<file path="config.mk">
export PLATFORM = sky130hd
export DESIGN_NAME = skid_stage
export DESIGN_NICKNAME = d
export VERILOG_FILES = /design/src/rtl/skid_stage.sv
export SDC_FILE = /design/constraint.sdc
export NUM_CORES = 1
export LEC_CHECK = 0
export CAP_MARGIN = 20
export CELL_PAD_IN_SITES_DETAIL_PLACEMENT = 1
export CELL_PAD_IN_SITES_GLOBAL_PLACEMENT = 1
export CORE_ASPECT_RATIO = 0.8
export CORE_UTILIZATION = 45
export DETAILED_ROUTE_END_ITERATION = 8
export PLACE_DENSITY_LB_ADDON = 0.1
export SLEW_MARGIN = 20
export SYNTH_ARGS = -nofsm -noshare
export SYNTH_HDL_FRONTEND = slang
export SYNTH_SLANG_ARGS = --single-unit
</file>
<file path="constraint.sdc">
create_clock -name clk -period 4 [get_ports clk]
set_clock_uncertainty 0.1 [all_clocks]
set_input_delay 1 -clock clk [delete_from_list [all_inputs] [get_ports clk]]
set_output_delay 1 -clock clk [all_outputs]
set_load 0.02 [all_outputs]
</file>
<file path="src/rtl/skid_stage.sv">
// skid_stage: two-entry elastic pipeline stage with a valid/ready handshake.
// The upstream ready is taken only from registered state, so it never depends
// combinationally on the downstream ready. The second entry (skid) catches the
// word that arrives in the same cycle the reader stalls.
module skid_stage #(
  parameter int N = 64
) (
  input  logic         clk,
  input  logic         reset,
  input  logic         flush,
  input  logic         s_valid,
  input  logic [N-1:0] s_data,
  output logic         s_ready,
  output logic         m_valid,
  output logic [N-1:0] m_data,
  input  logic         m_ready,
  output logic [1:0]   occupancy
);

  typedef enum logic [1:0] {
    EMPTY = 2'd0,
    ONE   = 2'd1,
    FULL  = 2'd2
  } state_t;

  state_t       state;
  state_t       next_state;
  logic [N-1:0] main_reg;
  logic [N-1:0] skid_reg;
  logic         push;
  logic         pop;
  logic         load_main_from_in;
  logic         load_main_from_skid;
  logic         load_skid;

  // Handshake qualifiers; a transfer happens only on an edge where these are true
  assign push = s_valid & s_ready;
  assign pop  = m_valid & m_ready;

  // Ready is held low during reset and whenever both entries are occupied
  assign s_ready = (state != FULL) & reset;
  assign m_valid = (state != EMPTY);
  assign m_data  = main_reg;

  // Occupancy is a direct decode of the state
  always_comb begin
    occupancy = 2'd0;
    case (state)
      EMPTY:   occupancy = 2'd0;
      ONE:     occupancy = 2'd1;
      FULL:    occupancy = 2'd2;
      default: occupancy = 2'd0;
    endcase
  end

  // Next-state and data-register load decisions; flush overrides any handshake
  always_comb begin
    next_state          = state;
    load_main_from_in   = 1'b0;
    load_main_from_skid = 1'b0;
    load_skid           = 1'b0;
    if (flush) begin
      next_state = EMPTY;
    end else begin
      case (state)
        EMPTY: begin
          if (push) begin
            next_state        = ONE;
            load_main_from_in = 1'b1;
          end
        end
        ONE: begin
          if (push && !pop) begin
            next_state = FULL;
            load_skid  = 1'b1;
          end else if (!push && pop) begin
            next_state = EMPTY;
          end else if (push && pop) begin
            next_state        = ONE;
            load_main_from_in = 1'b1;
          end
        end
        FULL: begin
          if (pop) begin
            next_state          = ONE;
            load_main_from_skid = 1'b1;
          end
        end
        default: begin
          next_state = EMPTY;
        end
      endcase
    end
  end

  // State register with asynchronous active-low reset
  always_ff @(posedge clk or negedge reset) begin
    if (!reset) begin
      state <= EMPTY;
    end else begin
      state <= next_state;
    end
  end

  // Data registers load only on the listed transitions and otherwise hold
  always_ff @(posedge clk or negedge reset) begin
    if (!reset) begin
      main_reg <= '0;
      skid_reg <= '0;
    end else begin
      if (load_main_from_in) begin
        main_reg <= s_data;
      end else if (load_main_from_skid) begin
        main_reg <= skid_reg;
      end
      if (load_skid) begin
        skid_reg <= s_data;
      end
    end
  end

endmodule

</file>
==> flow_summary_export.csv <==
group,metric,value,unit
drt,drt_iter0_drc,127,
drt,totalWireLength,13.6,mm
pwr,power_density,682,nW/um^2
job,max_cap_violations,0,
grt,grt_usage,0.205,
place,dp.cells,675,
sta,finalCriticalPeriod,3020,ps
worst_setup_path,worstPathArrival,1920,ps
die,row_count,38,
logic_synthesis,syn_avg_cell_area,17.0,sq um
worst_setup_path,startpoint,"reset",
pwr,clockPowerShare,0.274,
clocking,cts_setup_buffers,0,
die,start_util,0.461,
run_status,status,"finished, final reports clean",
pwr,p_int,0.00408,W
grt,grt_max_degree,55,
clocking,htreeDepth,4,
logic_synthesis,yosysMostFrequentCell,"dfrtp_1",
logic_synthesis,ys.warnings.count,0,
pwr,p_switching,0.00161,W
sta,setup_violations,0,
sta,slew_violations,0,
grt,antenna_found_initial,0,
cells_and_area,syn_to_final_growth,33.2,%
worst_setup_path,crit_type,"input port to output pin",
die,io_pins,137,
sta,rsz0062_at_grt,"no",
clocking,clkSinkCount,130,
logic_synthesis,netlist.area_leader.share,0.519,
die,die-area,14400,sq um
grt,grt_pass1_vias,4022,
clocking,cts.repair.resized,0,
place,place_hpwl,8.99,mm
die,chipHeight,108,microns
cells_and_area,drive_gt1_frac,0.423,
drt,ant_nets,0,
logic_synthesis,synth-async-reset-ratio,1.00,
worst_setup_path,r2r-end,"m_data[43]$_DFFE_PN0P_",
worst_setup_path,r2r_start,"state[1]$_DFFE_PN0P_",
sta,tightest_slew,684,ps
cells_and_area,stdcell_count,707,
pwr,p_seq_frac,0.380,
logic_synthesis,yosys-top-cells-area,"dfrtp_1 (52%), mux2_4 (29%), mux2_2 (9.5%)",
pwr,swShare,0.283,
logic_synthesis,yosys.area.top_type,"dfrtp_1",
pwr,comb_power_share,0.347,
clocking,cts_buffers,17,
logic_synthesis,synth_common_cells,"dfrtp_1 (130), mux2_4 (120), mux2_2 (53)",
drt,avgRoutedWirePerCell,19.2,microns
logic_synthesis,synth_edf_count,0,
drt,drc_errors,0,
sta,fin_crit_sh,0.756,
sta,final_hold_viol_count,0,
logic_synthesis,synth-main-ff-cell,"dfrtp_1",
cells_and_area,fillerInstances,1264,
drt,viasPerCell,5.04,
pwr,ir_drop,376,uV
clocking,clk_path_buf_depth,2,
pwr,finalPower,0.00569,W
pwr,cellLeakagePower,3.86,nW
logic_synthesis,ys_seq_area_frac,0.519,
place,port-buffer-count,136,
sta,relSlewSlack,0.544,
clocking,tritoncts,"built",
sta,fmax,0.331,GHz
logic_synthesis,ys_ff_latch,130,
drt,firstDrtPassIters,4,
worst_setup_path,regToRegSetupSlack,1440,ps
worst_setup_path,cp-endpoint,"s_ready",
clocking,clock-root-buffer,"clkbuf_16",
die,coreArea,13600,sq um
grt,grt_pass1_wl,22.0,mm
logic_synthesis,yosysUniqueCellTypes,26,
min_path,min_path_type,"input port to async pin",
place,gp_congestion,0.751,
worst_setup_path,r2r_cells,8,
worst_setup_path,worstPathRequired,2900,ps
sta,fin_tns_setup,0,ps
die,die_x,134,microns
cells_and_area,insertedDiodeCount,0,
worst_setup_path,end_kind,"output pin",
cells_and_area,finish.net_count,586,
logic_synthesis,syn_area,6270,sq um
worst_setup_path,cp_max_fo,7,
grt,overflow,0,
worst_setup_path,cp-start-kind,"input port",
clocking,clk_pin_slew,60,ps
clocking,holdBufCountCts,0,
logic_synthesis,synthCells,369,
clocking,clk_latency,420,ps
drt,via_count,3562,
logic_synthesis,synth_nets,441,
## per-layer routing
layer / routed length [microns] / global-route usage / up-vias
met2: 6430 / 0.317 / 83
li1: - / - / 1617
met3: 642 / 0.0513 / 15
met4: 198 / 0.0877 / 0
met5: 0 / 0 / -
met1: 6330 / 0.272 / 1847
## worst max-delay path, cell delays in order
cell and delay [ps]:
buf_4 160, and2_1 160, clkdlybuf4s50_1 600
## cells in the final DEF, fill, tap and decap left out, types with 2 or more instances in the layout
master	instances
buf_4	10
mux2_4	120
clkbuf_16	17
ha_1	3
nand3_1	2
clkdlybuf4s50_1	135
dfrtp_1	130
clkinv_4	4
mux2_2	53
nor2_1	2
clkinv_2	7
inv_1	3
bufinv_16	3
mux2_1	19
buf_12	2
nand2_1	3
## stage by stage
stage / setup WS [ps] / hold WS [ps] / utilization / cell area (sq um)
after floorplan: 1490 / 352 / - / 6270
after global placement: 708 / 362 / 0.570 / 7750
after detailed placement: 656 / 374 / 0.570 / 7750
after CTS: 970 / 276 / 0.614 / 8350
after global routing: 930 / 276 / 0.614 / 8350
final: 978 / 292 / 0.614 / 8350
## area by class of cell
cell class / instances / area, sq um / share of cell area
multi-input combinational: 215 / 2800 / 0.335
tap: 180 / 225 / 0.0270
timing repair buffer: 147 / 1470 / 0.176
sequential: 130 / 3250 / 0.390
clock buffer: 17 / 425 / 0.0510
inverter: 3 / 11.3 / 0.00135
clock inverter: 15 / 168 / 0.0201
## power groups by stage
stage	combinational, W	clock [W]	sequential [W]
floorplan	0.000972	0	0.00238
global placement	0.00192	0	0.00214
detailed placement	0.00197	0	0.00217
CTS	0.00200	0.00159	0.00217
global route	0.00209	0.00165	0.00223
finish	0.00197	0.00156	0.00216
## worst min path at each step
stage                        startpoint                  endpoint  slack [ps]  cells after the start
2_1_floorplan  skid_reg[31]$_DFFE_PN0P_  skid_reg[31]$_DFFE_PN0P_         350                      1
3_5_place_dp   skid_reg[31]$_DFFE_PN0P_  skid_reg[31]$_DFFE_PN0P_         370                      1
5_1_grt                           reset  skid_reg[50]$_DFFE_PN0P_         280                      1
3_3_place_gp   skid_reg[34]$_DFFE_PN0P_  skid_reg[34]$_DFFE_PN0P_         360                      1
4_1_cts                           reset  skid_reg[50]$_DFFE_PN0P_         280                      1
6_report                          reset  skid_reg[50]$_DFFE_PN0P_         290                      1
## cells by family after synthesis
group           synth area share
compound gates           0.00619
fa+ha+maj                0.00599
buf+inv                   0.0367
flops                      0.519
mux                        0.417
simple gates              0.0152
Note: power is estimated with default switching activity, not from simulation.
